**config.mk**
```make
export PLATFORM = sky130hd
export DESIGN_NAME = spi_slave
export DESIGN_NICKNAME = d
export VERILOG_FILES = /design/src/rtl/spi_slave_pkg.sv /design/src/rtl/spi_slave_sync.sv /design/src/rtl/spi_slave.sv
export SDC_FILE = /design/constraint.sdc
export NUM_CORES = 1
export LEC_CHECK = 0
export BUFFER_PORTS_ARGS = -buffer_cell sky130_fd_sc_hd__buf_4
export CORE_UTILIZATION = 35
export CTS_CLUSTER_DIAMETER = 60
export DETAILED_ROUTE_END_ITERATION = 12
export GPL_TIMING_DRIVEN = 0
export HOLD_SLACK_MARGIN = 0.05
export PLACE_DENSITY = 0.49
export SYNTH_ARGS = -nofsm -noshare
export SYNTH_HDL_FRONTEND = slang
export SYNTH_SLANG_ARGS = --single-unit
```
**constraint.sdc**
```tcl
create_clock -name i_clk -period 3.25 [get_ports i_clk]
set_input_delay 0.325 -clock i_clk [delete_from_list [all_inputs] [get_ports i_clk]]
set_output_delay 0.325 -clock i_clk [all_outputs]
set_load 0.005 [all_outputs]
```
**src/rtl/spi_slave_pkg.sv**
```systemverilog
// Shared register map and STATUS/CTRL bit indices for the SPI master/slave pair.
// IRQ enable bit indices exist only when SPI_SLAVE_IRQ_EN is defined.
package spi_slave_pkg;

  localparam logic [3:0] ADDR_STATUS   = 4'd0;
  localparam logic [3:0] ADDR_DATA_OUT = 4'd1;
  localparam logic [3:0] ADDR_DATA_IN  = 4'd2;
  localparam logic [3:0] ADDR_CTRL     = 4'd3;

  localparam int unsigned STAT_SEL      = 0;
  localparam int unsigned STAT_RX_FULL  = 1;
  localparam int unsigned STAT_OVERRUN  = 2;
  localparam int unsigned STAT_TX_EMPTY = 3;

  localparam int unsigned CTRL_CPHA = 0;
  localparam int unsigned CTRL_CPOL = 1;
  localparam int unsigned CTRL_EN   = 2;
`ifdef SPI_SLAVE_IRQ_EN
  localparam int unsigned CTRL_RXIE = 4;
  localparam int unsigned CTRL_TXIE = 5;
`endif

  function automatic logic [7:0] pack_status(input logic sel, input logic rx_full,
                                             input logic overrun, input logic tx_empty);
    logic [7:0] s;
    s = '0;
    s[STAT_SEL]      = sel;
    s[STAT_RX_FULL]  = rx_full;
    s[STAT_OVERRUN]  = overrun;
    s[STAT_TX_EMPTY] = tx_empty;
    return s;
  endfunction

endpackage

```
**src/rtl/spi_slave_sync.sv**
```systemverilog
// Multi-flop synchronizer with rise/fall detection on the synchronized level.
// RESET_VAL presets the chain so no spurious edge appears out of reset.
module spi_sync_edge #(
  parameter int unsigned SYNC_STAGES = 2,
  parameter logic        RESET_VAL   = 1'b0
) (
  input  logic clk_i,
  input  logic rst_i,
  input  logic d_i,
  output logic q_o,
  output logic rise_o,
  output logic fall_o
);

  // One flop beyond the synchronizer holds the previous level for edge detection.
  logic [SYNC_STAGES:0] sync_q;

  always_ff @(posedge clk_i or posedge rst_i) begin
    if (rst_i) sync_q <= {(SYNC_STAGES + 1){RESET_VAL}};
    else       sync_q <= {sync_q[SYNC_STAGES-1:0], d_i};
  end

  assign q_o    = sync_q[SYNC_STAGES-1];
  assign rise_o =  q_o & ~sync_q[SYNC_STAGES];
  assign fall_o = ~q_o &  sync_q[SYNC_STAGES];

endmodule

```
**src/rtl/spi_slave.sv**
```systemverilog
// SPI slave endpoint with a 4-register CPU bus, one-byte RX and TX buffers.
// Optional o_irq output and CTRL[5:4] interrupt enables under SPI_SLAVE_IRQ_EN.
module spi_slave
  import spi_slave_pkg::*;
#(
  parameter int unsigned SYNC_STAGES = 2
) (
  input  logic       i_clk,
  input  logic       i_rst,
  input  logic       i_SCLK,
  input  logic       i_MOSI,
  output logic       o_MISO,
  output logic       o_MISO_oe,
  input  logic       i_SS_bar,
  input  logic       i_en,
  input  logic       i_wr,
  input  logic [3:0] i_addr,
  input  logic [7:0] i_data,
  output logic [7:0] o_data
`ifdef SPI_SLAVE_IRQ_EN
  ,
  output logic       o_irq
`endif
);

  logic sclk_s, sclk_rise, sclk_fall;
  logic ss_s, ss_rise, ss_fall;
  logic [SYNC_STAGES-1:0] mosi_q;
  logic mosi_s;

  logic [7:0] ctrl_q, ctrl_d;
  logic [7:0] data_in_q, data_in_d;
  logic [7:0] tx_buf_q, tx_buf_d;
  logic [7:0] tx_shift_q, tx_shift_d;
  logic [6:0] rx_shift_q, rx_shift_d;
  logic [2:0] bit_cnt_q, bit_cnt_d;
  logic       rx_full_q, rx_full_d;
  logic       overrun_q, overrun_d;
  logic       tx_empty_q, tx_empty_d;
  logic [7:0] rdata_q, rdata_d;

  logic cpha, cpol, ctrl_en, selected;
  logic sclk_edge, lead_edge, trail_edge, sample_edge, shift_edge;
  logic load_tx, shift_tx, byte_done;
  logic cpu_rd, cpu_wr;
  logic [7:0] rx_byte, rd_mux;

  spi_sync_edge #(.SYNC_STAGES(SYNC_STAGES), .RESET_VAL(1'b0)) u_sclk_sync (
    .clk_i(i_clk), .rst_i(i_rst), .d_i(i_SCLK),
    .q_o(sclk_s), .rise_o(sclk_rise), .fall_o(sclk_fall)
  );

  spi_sync_edge #(.SYNC_STAGES(SYNC_STAGES), .RESET_VAL(1'b1)) u_ss_sync (
    .clk_i(i_clk), .rst_i(i_rst), .d_i(i_SS_bar),
    .q_o(ss_s), .rise_o(ss_rise), .fall_o(ss_fall)
  );

  // MOSI has the same latency as SCLK so the sampled bit lines up with the edge.
  always_ff @(posedge i_clk or posedge i_rst) begin
    if (i_rst) mosi_q <= '0;
    else       mosi_q <= {mosi_q[SYNC_STAGES-2:0], i_MOSI};
  end
  assign mosi_s = mosi_q[SYNC_STAGES-1];

  assign cpha     = ctrl_q[CTRL_CPHA];
  assign cpol     = ctrl_q[CTRL_CPOL];
  assign ctrl_en  = ctrl_q[CTRL_EN];
  assign selected = ~ss_s & ctrl_en;

  assign sclk_edge   = selected & (sclk_rise | sclk_fall);
  assign lead_edge   = sclk_edge & (sclk_s != cpol);
  assign trail_edge  = sclk_edge & (sclk_s == cpol);
  assign sample_edge = cpha ? trail_edge : lead_edge;
  assign shift_edge  = cpha ? lead_edge  : trail_edge;

  // A shift edge at count 0 starts a byte: for CPHA=1 that is every byte, for
  // CPHA=0 it is the trailing edge after a completed byte (back-to-back frames).
  assign load_tx   = (ss_fall & ctrl_en & ~cpha) | (shift_edge & (bit_cnt_q == 3'd0));
  assign shift_tx  = shift_edge & (bit_cnt_q != 3'd0);
  assign byte_done = sample_edge & (bit_cnt_q == 3'd7);
  assign rx_byte   = {rx_shift_q, mosi_s};

  assign cpu_rd = i_en & ~i_wr;
  assign cpu_wr = i_en &  i_wr;

  always_comb begin
    rd_mux = '0;
    case (i_addr)
      ADDR_STATUS:   rd_mux = pack_status(selected, rx_full_q, overrun_q, tx_empty_q);
      ADDR_DATA_OUT: rd_mux = tx_buf_q;
      ADDR_DATA_IN:  rd_mux = data_in_q;
      ADDR_CTRL:     rd_mux = ctrl_q;
      default:       rd_mux = '0;
    endcase
  end

  always_comb begin
    ctrl_d     = ctrl_q;
    data_in_d  = data_in_q;
    tx_buf_d   = tx_buf_q;
    tx_shift_d = tx_shift_q;
    rx_shift_d = rx_shift_q;
    bit_cnt_d  = bit_cnt_q;
    rx_full_d  = rx_full_q;
    overrun_d  = overrun_q;
    tx_empty_d = tx_empty_q;
    rdata_d    = rdata_q;

    if (cpu_rd) rdata_d = rd_mux;

    if (!selected)        bit_cnt_d = '0;
    else if (sample_edge) bit_cnt_d = bit_cnt_q + 3'd1;

    if (sample_edge) rx_shift_d = rx_byte[6:0];

    if (ss_rise)       tx_shift_d = 8'hFF;
    else if (load_tx)  tx_shift_d = tx_empty_q ? 8'hFF : tx_buf_q;
    else if (shift_tx) tx_shift_d = {tx_shift_q[6:0], 1'b1};

    if (load_tx) tx_empty_d = 1'b1;

    if (cpu_rd && i_addr == ADDR_DATA_IN) rx_full_d = 1'b0;
    if (cpu_wr && i_addr == ADDR_STATUS && i_data[STAT_OVERRUN]) overrun_d = 1'b0;

    // Completion is applied after CPU clears so it wins on a same-cycle collision.
    if (byte_done) begin
      if (!rx_full_q) begin
        data_in_d = rx_byte;
        rx_full_d = 1'b1;
      end else begin
        overrun_d = 1'b1;
      end
    end

    if (cpu_wr && i_addr == ADDR_DATA_OUT) begin
      tx_buf_d   = i_data;
      tx_empty_d = 1'b0;
    end
    if (cpu_wr && i_addr == ADDR_CTRL) ctrl_d = i_data;
  end

  always_ff @(posedge i_clk or posedge i_rst) begin
    if (i_rst) begin
      ctrl_q     <= '0;
      data_in_q  <= '0;
      tx_buf_q   <= '1;
      tx_shift_q <= '1;
      rx_shift_q <= '0;
      bit_cnt_q  <= '0;
      rx_full_q  <= 1'b0;
      overrun_q  <= 1'b0;
      tx_empty_q <= 1'b1;
      rdata_q    <= '0;
    end else begin
      ctrl_q     <= ctrl_d;
      data_in_q  <= data_in_d;
      tx_buf_q   <= tx_buf_d;
      tx_shift_q <= tx_shift_d;
      rx_shift_q <= rx_shift_d;
      bit_cnt_q  <= bit_cnt_d;
      rx_full_q  <= rx_full_d;
      overrun_q  <= overrun_d;
      tx_empty_q <= tx_empty_d;
      rdata_q    <= rdata_d;
    end
  end

  assign o_MISO    = tx_shift_q[7];
  assign o_MISO_oe = selected;
  assign o_data    = rdata_q;

`ifdef SPI_SLAVE_IRQ_EN
  logic irq_q;
  always_ff @(posedge i_clk or posedge i_rst) begin
    if (i_rst) irq_q <= 1'b0;
    else       irq_q <= (rx_full_q & ctrl_q[CTRL_RXIE]) |
                        (tx_empty_q & ctrl_q[CTRL_TXIE] & selected);
  end
  assign o_irq = irq_q;
`endif

endmodule

```
# Word-level counts from Yosys, hierarchy flattened
# Index checks and enable logic that the tools add are counted.
# totals
ff_bits	61
in_bits	19
word_cells	73
# classes
n_addsub	1
eq_ne	7
mux	17
bitwise	24
n_reduce_logical	11
# op_table
op	count
$mux 8	4
$pmux 8 s4	1
$and 1x1->1	15
$mux 1	10
$eq 4x2->1 const B	2
$not 1->1	7
$mux 3	2
$reduce_bool 3->1	2
$logic_and 1x1->1	5
$eq 4x1->1 const B	1
$logic_not 4->1	1
$add 3x1->3 const B	1
$eq 3x3->1 const B	1
$logic_not 3->1	1
$ne 2x1->1 const B	1
$or 1x1->1	2
$reduce_and 2->1	1
$reduce_bool 2->1	1
$eq 1x1->1	1
$ne 1x1->1	1

# Longest topological paths before layout
# depth
word_depth	10
ltp_mapped	5
depth_no_buf	5

# By module
# A second synthesis with hierarchy kept.
# hier_totals
hier_cells	221
hier_area_um2	2821.5
# by_module_without_submodules
module	instances	cells_each	area_each_um2	seq_area_each_um2
spi_slave	1	209	2630.0	1397.6
spi_sync_edge at u_ss_sync	1	6	97.6	78.8
spi_sync_edge at u_sclk_sync	1	6	93.8	75.1

# Worst setup path after synthesis
# OpenSTA, ideal clock, no wires.
# synth_path
path_type	reg2reg
startpoint	reg ctrl_q[1]
endpoint	reg data_in_q[0]
setup_time_ns	0.125
t_arrival_ns	1.825
path_slack_ns	1.300
path_stages_with_launch	5
path_buffers	0
period_less_slack_ns	1.950
cell_sequence	dfrtp_1 xnor2_1 mux2_4 nor3b_4 mux2_4
# synth_between
elab_chain_len	5
# synth_rtl
element	line	text
start, declared	spi_slave.sv:31	logic [7:0] ctrl_q, ctrl_d;
start signal, assigned	spi_slave.sv:155	ctrl_q <= ctrl_d;
$ne 1x1->1 or $eq 1x1->1 (tied branches)	spi_slave.sv:71, spi_slave.sv:72	
$and 1x1->1, on equally long branches	spi_slave.sv:71, spi_slave.sv:72	
$mux 1 *	spi_slave.sv:73	assign sample_edge = cpha ? trail_edge : lead_edge;
$and 1x1->1 *	spi_slave.sv:80	assign byte_done = sample_edge & (bit_cnt_q == 3'd7);
$reduce_and 2->1 (no line) *	n/a	
end signal, assigned	spi_slave.sv:156	data_in_q <= data_in_d;
end, declared	spi_slave.sv:32	logic [7:0] data_in_q, data_in_d;
# Mark *: on every way between the ends. The rest lies on a longest branch, timed or not.
# A chain may end at the register's enable or synchronous reset.

# Worst setup path in the final report
# layout_path
startpoint	reg ctrl_q[1]
endpoint	reg tx_shift_q[1]
# layout_between
elab_chain_len	7
# layout_rtl
element	line	text
$eq 1x1->1 or $ne 1x1->1 (tied branches)	spi_slave.sv:72, spi_slave.sv:71	
$and 1x1->1, on equally long branches	spi_slave.sv:72, spi_slave.sv:71	
$mux 1 *	spi_slave.sv:74	assign shift_edge = cpha ? lead_edge : trail_edge;
$and 1x1->1	spi_slave.sv:78	assign load_tx = (ss_fall & ctrl_en & ~cpha) | (shift_edge & (bit_cnt_q == 3'd0));
$or 1x1->1	spi_slave.sv:78	
$mux 8	spi_slave.sv:117	else if (load_tx) tx_shift_d = tx_empty_q ? 8'hFF : tx_buf_q;
$mux 8	spi_slave.sv:116	if (ss_rise) tx_shift_d = 8'hFF;
end signal, assigned	spi_slave.sv:158	tx_shift_q <= tx_shift_d;
end, declared	spi_slave.sv:34	logic [7:0] tx_shift_q, tx_shift_d;
# Marked as above.

==> flow_summary_export.csv <==
group,metric,value,unit
sta,hold-worst-slack,0.0760,ns
logic_synthesis,synth-async-reset-ratio,1.00,
logic_synthesis,synth_area,2690,µm²
logic_synthesis,syn_nets,221,
global_route,antenna_found_initial,0,
setup_path,rrSetupSlack,1.08,ns
setup_path,arrival,2.41,ns
clock_network,hold_buffers,0,
placed_design,dpl_cell_area,3040,µm²
drt,vias,1716,
logic_synthesis,synthDistinctLibCells,38,
power_and_ir_drop,p_sw,488,µW
power_and_ir_drop,pwr-share-seq,0.506,
logic_synthesis,ys.flop_type,"dfrtp_1",
clock_network,clkSlewWorstSetupHoldPaths,0.07,ns
sta,rsz0062_at_grt,"false",
sta,hold_viol,0,
power_and_ir_drop,leakagePower,1.44,nW
placed_design,port_buffers,28,
drt,drc,0,
cells_and_area,drive_gt1_frac,0.422,
sta,worstMarginPinSlew,1.03,ns
setup_path,cp-end-kind,"register",
sta,setup-tns-final,0,ns
clock_network,ctsHtreeMaxLevel,3,
die,rows,31,
die,die-area,8030,µm²
global_route,grt_pass1_wl,8850,µm
placed_design,dpl.hpwl,3940,µm
cells_and_area,area.growth.synth_to_final,20.6,%
drt,dr.pass1.iters,4,
setup_path,startpoint_type,"register",
setup_path,timing.rr.end,"tx_shift_q[1]",
logic_synthesis,yosysWarnings,0,
sta,clock.fmax,0.462,GHz
drt,avgRoutedWirePerCell,15.8,µm
clock_network,cts_tree,"done",
hold_path,min_path_type,"primary input to asynchronous set/reset pin",
setup_path,path_max_fanout,10,
setup_path,critPathRequiredTime,3.50,ns
job,cap_violations,0,
sta,finalMaxSlewViolations,0,
drt,ant_nets,0,
die,die_h,89.6,µm
clock_network,cts_root_buf,"clkbuf_8",
power_and_ir_drop,peakVddDrop,0.000334,V
power_and_ir_drop,p_per_area,569,nW/µm²
clock_network,cts_max_path_buffers,2,
cells_and_area,final_net_count,261,
drt,drt-total-wl,5430,µm
global_route,grt_max_degree,34,
logic_synthesis,yosysSeqAreaShare,0.578,
drt,viasPerCell,5.00,
clock_network,insertion_delay,0.33,ns
power_and_ir_drop,p_clk_frac,0.365,
sta,clock_skew,0.00805,ns
die,die_width,89.6,µm
die,ioPinCount,29,
logic_synthesis,syn-mean-instance-area,13.5,µm²
die,coreArea,7330,µm²
logic_synthesis,synth-edff-count,0,
placed_design,gp_congestion,0.705,
clock_network,clock-sinks,61,
global_route,grt_pass1_vias,1667,
die,start_util,0.366,
sta,maxSlewHeadroom,0.310,
setup_path,worstSetupPathType,"register to register",
power_and_ir_drop,combinationalPowerShare,0.129,
run_status,status,"finished clean",
logic_synthesis,syn_inst,199,
sta,finalCritPeriodShare,0.666,
power_and_ir_drop,sw_frac_of_total,0.265,
clock_network,cts_buffers,9,
logic_synthesis,ys_ff_latch,61,
drt,first_iter_violations,98,
sta,finalCriticalPeriod,2.17,ns
clock_network,cts_setup_buffers,0,
sta,setup_viol,0,
power_and_ir_drop,p_int,1.36,mW
cells_and_area,postLayoutCellArea,3240,µm²
clock_network,ctsResizeCount,0,
cells_and_area,antennaDiodeCount,0,
global_route,track_usage,0.155,
setup_path,rr_worst_depth,5,
setup_path,worstReg2RegStart,"ctrl_q[1]",
global_route,overflow,0,
[cell usage after synthesis (7+ instances only)]
cell type	n	area, µm²
dfrtp_1	41	1030
dfstp_2	20	526
mux2_2	20	225
nor2_1	10	37.5
mux2_4	9	135
nand2_1	9	33.8
a211oi_1	8	60.1
nor3_1	8	40.0
inv_1	7	26.3
mux2_1	7	78.8
o22ai_1	7	43.8
[power groups by stage]
| stage | Clock, mW | Sequential, mW | Combinational (mW) |
|---|---|---|---|
| finish | 0.672 | 0.933 | 0.238 |
| global route | 0.731 | 0.943 | 0.268 |
| CTS | 0.699 | 0.933 | 0.243 |
| detailed placement | 0 | 0.948 | 0.243 |
| global placement | 0 | 0.946 | 0.237 |
| floorplan | 0 | 0.922 | 0.171 |
[state kept, by name (all words and copies together), names as in the netlist]
| name | count |
|---|---|
| bit_cnt_q | 3 |
| ctrl_q | 8 |
| data_in_q | 8 |
| mosi_q | 2 |
| o_data | 8 |
| overrun_q | 1 |
| rx_full_q | 1 |
| rx_shift_q | 7 |
| tx_buf_q | 8 |
| tx_empty_q | 1 |
| tx_shift_q | 8 |
| u_sclk_sync.sync_q | 3 |
| u_ss_sync.sync_q | 3 |
[cell families (layout without fill, tap and decap cells)]
group | count (synthesis) | in the layout | share of synthesized area
DFF | 61 | 61 | 0.578
and+or+nand+nor | 42 | 42 | 0.0876
muxes | 41 | 41 | 0.201
AOI/OAI and AO/OA | 37 | 37 | 0.0965
buffers and inverters | 14 | 59 | 0.0200
adders and majority gates | 3 | 3 | 0.0140
xor gates and xnor gates | 1 | 1 | 0.00326
[how the worst max path moves through the flow]
stage / endpoint / startpoint
CTS: tx_shift_q[1] / ctrl_q[1]
finish: tx_shift_q[1] / ctrl_q[1]
global route: tx_shift_q[7] / ctrl_q[1]
floorplan: data_in_q[0] / ctrl_q[1]
detailed placement: tx_shift_q[7] / ctrl_q[1]
global placement: ctrl_q[4] / i_rst
[layer usage]
metal / vias to the layer above / global-route usage / wire length [µm]
met4: 0 / 0.0577 / 47
met5: - / 0 / 0
li1: 820 / - / -
met2: 35 / 0.237 / 2560
met1: 857 / 0.206 / 2590
met3: 4 / 0.0530 / 237
[layout by cell type, fill, tap and decap left out, types with 6 or more instances in the layout]
cell	n
nand2_1	9
buf_4	28
dfstp_2	20
dfrtp_1	41
nor3_1	8
clkbuf_8	9
a211oi_1	8
nor2_1	10
mux2_2	20
o22ai_1	7
mux2_1	7
mux2_4	9
inv_1	6
[critical path, stage by stage (launching register included)]
cell	delay [ns]
dfrtp_1	0.41
xnor2_1	0.29
mux2i_1	0.64
clkbuf_1	0.42
nor3_1	0.10
a211oi_1	0.23
[stage by stage]
| stage | setup slack [ns] | instances | util | total power [mW] |
|---|---|---|---|---|
| 2_1_floorplan | 1.30 | 199 | - | 1.09 |
| 3_3_place_gp | 0.534 | 326 | 0.412 | 1.18 |
| 3_5_place_dp | 1.06 | 327 | 0.415 | 1.19 |
| 4_1_cts | 1.07 | 343 | 0.442 | 1.88 |
| 5_1_grt | 0.876 | 343 | 0.442 | 1.94 |
| 6_report | 1.08 | 343 | 0.442 | 1.84 |
[area by class of cell]
cell class | instances | area, µm²
buffer | 6 | 23.8
clock buffer | 9 | 124
clock inverter | 7 | 75.1
fill | 690 | 4090
inverter | 8 | 30.0
multi-input combinational | 124 | 1080
sequential | 61 | 1550
tap | 99 | 124
timing repair buffer | 29 | 230
(Power assumes the default switching activity.)
